## config.mk

```make
export PLATFORM = sky130hd
export DESIGN_NAME = uart_tx_fifo
export DESIGN_NICKNAME = d
export VERILOG_FILES = /design/src/rtl/uart_pkg.sv /design/src/rtl/sync_fifo.sv /design/src/rtl/uart_tx_fifo.sv
export SDC_FILE = /design/constraint.sdc
export NUM_CORES = 1
export LEC_CHECK = 0
export CAP_MARGIN = 20
export CORE_MARGIN = 3
export CORE_UTILIZATION = 60
export DETAILED_ROUTE_END_ITERATION = 12
export PLACE_DENSITY = 0.83
export SLEW_MARGIN = 20
export SYNTH_ARGS = -nofsm -noshare
export SYNTH_HDL_FRONTEND = slang
export SYNTH_SLANG_ARGS = --single-unit
export TNS_END_PERCENT = 30
```

## constraint.sdc

```tcl
create_clock -name clk -period 3.15 [get_ports clk]
set_clock_uncertainty 0.15 [all_clocks]
set_input_delay 0.7875 -clock clk [delete_from_list [all_inputs] [get_ports clk]]
set_output_delay 0.7875 -clock clk [all_outputs]
set_load 0.02 [all_outputs]
```

## src/rtl/uart_pkg.sv

```systemverilog
// Shared definitions for the UART transmit path and its feeders.
//
// Contents:
//   BYTE_W      - width of one UART character
//   CLK_HZ      - system clock frequency
//   BAUD_RATE   - serial line rate
//   BAUD_DIV    - clocks per bit, rounded to nearest
//   BAUD_HALF   - clocks to the middle of a bit, used by the receiver
//   seq_state_t - launch sequencer states of uart_tx_fifo
package uart_pkg;

    localparam int BYTE_W    = 8;

    localparam int CLK_HZ    = 50_000_000;
    localparam int BAUD_RATE = 115_200;
    localparam int BAUD_DIV  = (CLK_HZ + BAUD_RATE / 2) / BAUD_RATE;
    localparam int BAUD_HALF = BAUD_DIV / 2;

    typedef enum logic [1:0] {
        IDLE    = 2'd0,
        LAUNCH  = 2'd1,
        WAIT_HI = 2'd2,
        WAIT_LO = 2'd3
    } seq_state_t;

endpackage

```

## src/rtl/sync_fifo.sv

```systemverilog
// Single-clock circular FIFO with an explicit occupancy counter.
//
// Ports:
//   clk, rst_n  - clock, asynchronous active-low reset
//   push        - write request; ignored while full
//   push_data   - data written on an accepted push
//   pop         - read request; ignored while empty
//   pop_data    - entry at the read pointer (valid while !empty)
//   count       - entries held, 0..DEPTH
//   full, empty - decoded from count
module sync_fifo #(
    parameter int DEPTH = 16,
    parameter int WIDTH = 8
) (
    input  logic                     clk,
    input  logic                     rst_n,
    input  logic                     push,
    input  logic [WIDTH-1:0]         push_data,
    input  logic                     pop,
    output logic [WIDTH-1:0]         pop_data,
    output logic [$clog2(DEPTH):0]   count,
    output logic                     full,
    output logic                     empty
);

    localparam int AW = $clog2(DEPTH);

    logic [WIDTH-1:0] mem [DEPTH];
    logic [AW-1:0]    wr_ptr;
    logic [AW-1:0]    rd_ptr;
    logic             push_ok;
    logic             pop_ok;

    // Full/empty reflect the count at the start of the cycle, so a push
    // into a full FIFO is dropped even if a pop happens in the same cycle.
    assign full    = (count == (AW+1)'(DEPTH));
    assign empty   = (count == '0);
    assign push_ok = push && !full;
    assign pop_ok  = pop && !empty;

    assign pop_data = mem[rd_ptr];

    // Storage is not reset; contents are meaningless until written.
    always_ff @(posedge clk) begin
        if (push_ok) begin
            mem[wr_ptr] <= push_data;
        end
    end

    always_ff @(posedge clk or negedge rst_n) begin
        if (!rst_n) begin
            wr_ptr <= '0;
            rd_ptr <= '0;
            count  <= '0;
        end else begin
            if (push_ok) begin
                wr_ptr <= wr_ptr + 1'b1;
            end
            if (pop_ok) begin
                rd_ptr <= rd_ptr + 1'b1;
            end
            case ({push_ok, pop_ok})
                2'b10:   count <= count + 1'b1;
                2'b01:   count <= count - 1'b1;
                default: count <= count;
            endcase
        end
    end

endmodule

```

## src/rtl/uart_tx_fifo.sv

```systemverilog
// Byte buffer and launch sequencer between the CPU write port and the
// UART transmitter. Bytes are queued in a sync_fifo and handed to the
// UART one at a time, using busy_flag as the handshake.
//
// Ports:
//   clk, rst_n  - 50 MHz clock, asynchronous active-low reset
//   wr_en       - CPU push strobe, up to one byte per clock
//   wr_data     - byte to push
//   clr_ovf     - clears overflow (a simultaneous dropped push wins)
//   busy_flag   - UART transmitter busy
//   full, empty - FIFO status
//   count       - bytes queued, excluding the byte being transmitted
//   overflow    - sticky: a push was dropped because the FIFO was full
//   tx_en       - high while a byte is being launched/transmitted
//   begin_flag  - one-cycle launch pulse to the UART
//   tx_data     - byte presented to the UART, held until the next load
module uart_tx_fifo
    import uart_pkg::*;
#(
    parameter int DEPTH     = 16,
    parameter int BUSY_WAIT = 4
) (
    input  logic                    clk,
    input  logic                    rst_n,
    input  logic                    wr_en,
    input  logic [BYTE_W-1:0]       wr_data,
    input  logic                    clr_ovf,
    input  logic                    busy_flag,
    output logic                    full,
    output logic                    empty,
    output logic [$clog2(DEPTH):0]  count,
    output logic                    overflow,
    output logic                    tx_en,
    output logic                    begin_flag,
    output logic [BYTE_W-1:0]       tx_data
);

    localparam int WCW = (BUSY_WAIT > 1) ? $clog2(BUSY_WAIT) : 1;
    localparam logic [WCW-1:0] WAIT_LAST = WCW'(BUSY_WAIT - 1);

    seq_state_t        state;
    logic [WCW-1:0]    wait_cnt;
    logic [BYTE_W-1:0] head_data;
    logic              load;

    // A byte is only taken when the UART is idle, so a frame still running
    // after reset or a busy timeout is never overrun.
    assign load = (state == IDLE) && !empty && !busy_flag;

    sync_fifo #(
        .DEPTH (DEPTH),
        .WIDTH (BYTE_W)
    ) u_fifo (
        .clk       (clk),
        .rst_n     (rst_n),
        .push      (wr_en),
        .push_data (wr_data),
        .pop       (load),
        .pop_data  (head_data),
        .count     (count),
        .full      (full),
        .empty     (empty)
    );

    // Set has priority over clear so a drop is never lost.
    always_ff @(posedge clk or negedge rst_n) begin
        if (!rst_n) begin
            overflow <= 1'b0;
        end else if (wr_en && full) begin
            overflow <= 1'b1;
        end else if (clr_ovf) begin
            overflow <= 1'b0;
        end
    end

    // tx_en and begin_flag are registered alongside the state transitions.
    always_ff @(posedge clk or negedge rst_n) begin
        if (!rst_n) begin
            state      <= IDLE;
            tx_data    <= '0;
            begin_flag <= 1'b0;
            tx_en      <= 1'b0;
            wait_cnt   <= '0;
        end else begin
            case (state)
                IDLE: begin
                    if (load) begin
                        tx_data    <= head_data;
                        begin_flag <= 1'b1;
                        tx_en      <= 1'b1;
                        state      <= LAUNCH;
                    end
                end
                LAUNCH: begin
                    begin_flag <= 1'b0;
                    wait_cnt   <= '0;
                    state      <= WAIT_HI;
                end
                WAIT_HI: begin
                    // If the UART never acknowledges, give up after
                    // BUSY_WAIT samples and treat the byte as sent.
                    if (busy_flag) begin
                        state <= WAIT_LO;
                    end else if (wait_cnt == WAIT_LAST) begin
                        state <= IDLE;
                        tx_en <= 1'b0;
                    end else begin
                        wait_cnt <= wait_cnt + 1'b1;
                    end
                end
                WAIT_LO: begin
                    if (!busy_flag) begin
                        state <= IDLE;
                        tx_en <= 1'b0;
                    end
                end
                default: begin
                    state      <= IDLE;
                    tx_en      <= 1'b0;
                    begin_flag <= 1'b0;
                end
            endcase
        end
    end

endmodule
```

==> results of run 1 <==
-- layout make-up --
cell class                      instances  area (um^2)  area share
Sequential cell                       156         4550       0.591
Multi-Input combinational cell        169         1760       0.228
Timing Repair Buffer                   64          567      0.0737
Clock buffer                           18          418      0.0543
Clock inverter                         14          180      0.0234
Tap cell                              136          170      0.0221
Inverter                               14         57.6     0.00748
-- worst max path at each step --
stage                               start               to
after detailed placement        busy_flag  u_fifo.count[4]
after CTS                 u_fifo.count[0]             full
final                     u_fifo.count[1]             full
after floorplan           u_fifo.count[1]  u_fifo.count[4]
after global placement          busy_flag  u_fifo.count[4]
after global routing      u_fifo.count[0]             full
-- cells in the mapped netlist, drive strengths merged, types with 7 or more instances --
library cell and n:
mux4 32, nand2 28, dfrtp 28, mux2i 16, xnor2 7, nor2 18, buf 12, ha 15
inv 13, o221ai 8, edfxtp 128, o21ai 9
-- power by group --
group	internal, mW	total (mW)	switching (mW)
registers	2.58	2.88	0.298
logic	1.08	2.21	1.13
clock network	1.22	2.05	0.823
-- flip-flops by register name, summed over array words and instances, names as in the netlist --
name,flops
state,2
u_fifo.rd_ptr,4
tx_en,1
u_fifo.count,5
u_fifo.mem,128
begin_flag,1
wait_cnt,2
tx_data,8
u_fifo.wr_ptr,4
overflow,1
-- metal layers --
layer  vias up  track usage
li1       1517            -
met2       140        0.384
met3        31       0.0775
met5         -            0
met4         0        0.128
met1      1783        0.304
-- per-stage QoR --
| stage | cell area [um^2] | setup TNS [ns] | util | instances | hold slack, ns |
|---|---|---|---|---|---|
| final | 7690 | 0 | 0.742 | 571 | 0.360 |
| after global routing | 7690 | 0 | 0.742 | 571 | 0.377 |
| after CTS | 7670 | 0 | 0.740 | 569 | 0.359 |
| after detailed placement | 7070 | -0.210 | 0.682 | 537 | 0.343 |
| after global placement | 7070 | -0.178 | 0.682 | 537 | 0.333 |
| after floorplan | 6440 | 0 | - | 356 | 0.338 |
-- timing repair --
action	in CTS	in global routing
gates resized for setup	1	1
buffers inserted	0	2
endpoints found under the setup margin	1	2
-- cells by family (layout without fill, tap and decap cells) --
| logic type | count (synthesis) | in the layout |
|---|---|---|
| and+or+nand+nor | 65 | 65 |
| adders and majority gates | 16 | 16 |
| buffers and inverters | 31 | 110 |
| AOI/OAI and AO/OA | 29 | 29 |
| muxes | 49 | 49 |
| DFF | 156 | 156 |
| xor gates and xnor gates | 10 | 10 |
-- tightest hold or removal path, stage by stage (launching register included) --
cell and delay (ns):
dfrtp_1 0.35, nand2_1 0.07, o221ai_2 0.06
==> results.py, run 1 <==
metrics = {
    "outcome": {
        "status": "finished clean",
    },
    "yosys": {
        "ys_seq_elements": 156,
        "syn-num-nets": 385,
        "synthArstFlopShare": 0.179,
        "yosys.area.top_type": "edfxtp_1",
        "synth.distinct_cells": 40,
        "yosys.area_share.simple": 0.0476,
        "synth_cells": 356,
        "yosys-top-cells-area": "edfxtp_1 (60%), mux4_2 (11%), dfrtp_1 (11%), ha_1 (2.9%), mux2i_1 (2.5%)",
        "synth_top_family_by_area": "multiplexers",
        "synth_compound_area_frac": 0.0393,
        "yosys.area.top_type_share": 0.597,
        "synthAdderAreaFrac": 0.0323,
        "muxShareOfSynthArea": 0.139,
        "synth_ff_type": "edfxtp_1",
        "netlist_area_um2": 6440,
        "synth.avg_cell_area_um2": 18.1,
        "synth_edf_count": 128,
        "synth_warnings": 0,
        "synth_xor_area_frac": 0.0136,
        "ys_seq_area_frac": 0.706,
    },
    "global_routing": {
        "grt_pass1_wl_um": 20300,
        "antenna_found_initial": 0,
        "grt_pass1_vias": 3576,
        "grt_usage": 0.244,
        "grt_overflow_total": 0,
        "grt_max_degree": 34,
    },
    "routing": {
        "routed_wl_um": 13100,
        "num_vias": 3471,
        "wl_met2_um": 6880,
        "wl_per_cell_um": 22.9,
        "ant_nets": 0,
        "viasPerCell": 6.08,
        "drc": 0,
        "top_layer": "met4",
        "drtPass1Iterations": 4,
        "wl_met1_um": 4930,
        "drtIter0Drc": 337,
        "wl_met3_um": 871,
    },
    "placed_design": {
        "dp_slack_ns": -0.210,
        "place.gp.congestion": 0.777,
        "portBuffers": 30,
        "post-dp-hpwl_um": 8430,
    },
    "hold_path": {
        "worstHoldEndpoint": "tx_data[2]",
        "hold_path.startpoint": "tx_data[2]",
        "hold_class": "flop to flop",
        "whs_path_depth": 2,
    },
    "setup_path": {
        "path_buf_inv": 2,
        "critPathMaxStageDelay_ns": 0.60,
        "crit_required_ns": 2.21,
        "startpoint_type": "flop",
        "path_max_fanout": 5,
        "arrival_ns": 2.07,
        "reg2reg_setup_slack_ns": 0.22,
        "reg2reg_depth": 12,
        "worst-setup-path-type": "flop to output pin",
        "worstReg2RegStart": "u_fifo.count[1]",
        "end_kind": "output pin",
        "worstPathCellList": "nor4_4, nand2_1, inv_1, clkdlybuf4s50_1",
        "cp.depth": 4,
        "cp_top_family": "buffers and inverters",
        "rr_endpoint": "u_fifo.count[4]",
        "slowest_stage": "clkdlybuf4s50_1",
    },
    "timing": {
        "setup_slack_ns": 0.143,
        "setup-violations-final": 0,
        "finalWorstPathRequiredPeriod_ns": 3.01,
        "finalMaxSlewViolations": 0,
        "fmax_mhz": 333,
        "finalCritPeriodShare": 0.955,
        "rsz0062_at_grt": "no",
        "finalHoldViolations": 0,
        "slew_headroom": 0.569,
        "worst_pin_slew_ns": 0.646,
    },
    "floorplan": {
        "core-area_um2": 10400,
        "die_area_um2": 12000,
        "die_w_um": 110,
        "initial_core_util": 0.621,
        "rows": 37,
        "ios": 31,
        "die_height_um": 110,
    },
    "power": {
        "total_power_mw": 7.13,
        "p_per_area_nw_per_um2": 927,
        "p_leak_nw": 2.75,
        "ir_drop_v": 0.000529,
    },
    "clock_network": {
        "cts-root-buf": "clkbuf_8",
        "cts_buffer_depth": 2,
        "htreeDepth": 4,
        "clock_sinks": 156,
        "cts_hold_buf": 0,
        "clk_pin_slew_ns": 0.06,
        "clk_latency_ns": 0.53,
        "tritoncts.num_buffers": 17,
        "tritoncts": "yes",
    },
    "layout": {
        "syn2layout_area_growth_pct": 19.5,
        "layout_common_cells": "edfxtp_1 (128), buf_4 (33), mux4_2 (32), clkdlybuf4s50_1 (29)",
        "fill_cells": 581,
        "fin_nets": 451,
        "layout_commonest_cell": "edfxtp_1",
        "drive_above_1_share": 0.257,
        "n_antenna_cell": 0,
    },
    "job": {
        "max_cap_viol_count": 0,
    },
}
(Power assumes the default switching activity.)
==> inputs of run 2 (changes only) <==
CORE_MARGIN = 2   (was 3)
==> run 2 against run 1 <==
Effect of this change:
- critical path type unchanged
- clock-buffer cell count did not move
- register-to-register slack barely moved
- cell count fell by 0.35%
- largest cell class unchanged
- worst setup slack got worse by 0.016 ns
- combinational power barely moved
==> results.py, run 2 (synthesized netlist as in run 1, its figures left out) <==
metrics = {
    "clock_network": {
        "tritoncts": "yes",
        "clock_sinks": 156,
        "clk_pin_slew_ns": 0.07,
        "clk_latency_ns": 0.52,
        "tritoncts.num_buffers": 17,
        "htreeDepth": 4,
        "cts-root-buf": "clkbuf_8",
        "cts_buffer_depth": 2,
    },
    "timing": {
        "finalWorstPathRequiredPeriod_ns": 3.02,
        "rsz0062_at_grt": "no",
        "setup-violations-final": 0,
        "finalCritPeriodShare": 0.960,
        "whs_ns": 0.349,
        "finalMaxSlewViolations": 0,
        "fmax_mhz": 331,
        "finalHoldViolations": 0,
        "worst_pin_slew_ns": 0.768,
        "setup_slack_ns": 0.127,
        "slew_headroom": 0.488,
    },
    "setup_path": {
        "slowest_stage": "clkdlybuf4s50_1",
        "worstPathCellList": "nor4_4, nand2_1, inv_1, clkdlybuf4s50_1",
        "path_buf_inv": 2,
        "critPathMaxStageDelay_ns": 0.60,
        "cp_top_family": "buffers and inverters",
        "end_kind": "output pin",
        "crit_required_ns": 2.21,
        "startpoint_type": "flop",
        "worst-setup-path-type": "flop to output pin",
        "path_max_fanout": 5,
        "arrival_ns": 2.09,
    },
    "layout": {
        "layout_commonest_cell": "edfxtp_1",
        "n_antenna_cell": 0,
        "reg_top3": "u_fifo.mem (128), tx_data (8), u_fifo.count (5)",
        "syn2layout_area_growth_pct": 19.6,
        "fin_nets": 449,
        "finish.utilization": 0.742,
        "regMostFlops": "u_fifo.mem",
        "largest_reg_flops": 128,
        "layout_common_cells": "edfxtp_1 (128), mux4_2 (32), buf_4 (31), clkdlybuf4s50_1 (29)",
        "drive_above_1_share": 0.259,
        "final_cells": 569,
        "fin_area_um2": 7700,
        "fill_cells": 583,
    },
    "routing": {
        "num_vias": 3481,
        "wl_per_cell_um": 23.9,
        "viasPerCell": 6.12,
        "drtIter0Drc": 381,
        "drc": 0,
        "ant_nets": 0,
        "routed_wl_um": 13600,
        "drtPass1Iterations": 4,
    },
    "placed_design": {
        "place.gp.congestion": 0.801,
        "post-dp-hpwl_um": 7810,
        "portBuffers": 30,
        "dp_slack_ns": -0.258,
        "place_inst": 536,
        "placed_cell_area_um2": 7070,
    },
    "power": {
        "p_leak_nw": 2.75,
        "ir_drop_v": 0.000476,
        "p_per_area_nw_per_um2": 935,
    },
    "floorplan": {
        "initial_core_util": 0.621,
        "die_w_um": 108,
        "die_area_um2": 11600,
        "die_height_um": 108,
        "core-area_um2": 10400,
        "ios": 31,
        "rows": 37,
    },
    "global_routing": {
        "grt_usage": 0.260,
        "grt_max_degree": 34,
        "grt_pass1_vias": 3603,
        "grt_pass1_wl_um": 20900,
        "antenna_found_initial": 0,
        "grt_overflow_total": 0,
    },
    "outcome": {
        "status": "finished clean",
    },
    "job": {
        "max_cap_viol_count": 0,
    },
    "hold_path": {
        "hold_class": "flop to flop",
    },
}
-- run 2: layout make-up --
class	count	area (um^2)	area share
Multi-Input combinational cell	169	1760	0.228
Clock inverter	14	198	0.0257
Tap cell	136	170	0.0221
Clock buffer	18	418	0.0543
Sequential cell	156	4550	0.590
Timing Repair Buffer	62	552	0.0717
Inverter	14	57.6	0.00748
-- run 2: path summary, 6_finish.rpt --
kind	cells past startpoint	slack, ns	startpoint	endpoint
worst max-delay path	4	0.13	u_fifo.count[1]	full
worst min-delay path	2	0.35	tx_data[4]	tx_data[4]
worst max register to register	12	0.21	u_fifo.count[1]	u_fifo.count[4]
worst min register to register	2	0.35	tx_data[4]	tx_data[4]
max in group asynchronous	2	2.01	rst_n	u_fifo.rd_ptr[2]
min in group asynchronous	2	0.52	rst_n	u_fifo.count[4]
-- run 2: worst reg2reg max path, cell delays in order, from the launching register on --
cell      delay, ns
dfrtp_1        0.46
nor4_4         0.32
nor2b_4        0.20
or3b_4         0.15
clkinv_4       0.04
ha_1           0.20
buf_4          0.15
ha_1           0.28
nor2b_1        0.13
o21ai_1        0.16
a21oi_1        0.09
or3b_1         0.36
xnor2_1        0.14
-- run 2: metal layers --
metal	vias to the layer above	track usage	wire [um]
met1	1785	0.323	4980
met3	36	0.0502	844
li1	1512	-	-
met4	0	0.163	720
met5	-	0	0
met2	148	0.424	7070
-- run 2: where the power goes --
group	switching [mW]	leakage (nW)	total [mW]	internal, mW
clock network	0.859	0.298	2.10	1.24
registers	0.312	1.50	2.89	2.58
logic	1.12	0.951	2.20	1.09
-- run 2: per-stage QoR --
stage,setup TNS (ns),total power [mW]
final,0,7.20
after global routing,0,7.52
after CTS,0,7.22
after detailed placement,-0.258,5.07
after global placement,-0.174,5.00
after floorplan,0,4.33
-- run 2: timing repair --
item                       in CTS  in global routing
buffers inserted                0                  1
setup endpoints to repair       1                  2
resized for setup               1                  2
gates cloned                    0                  0
hold buffers                    0                  0
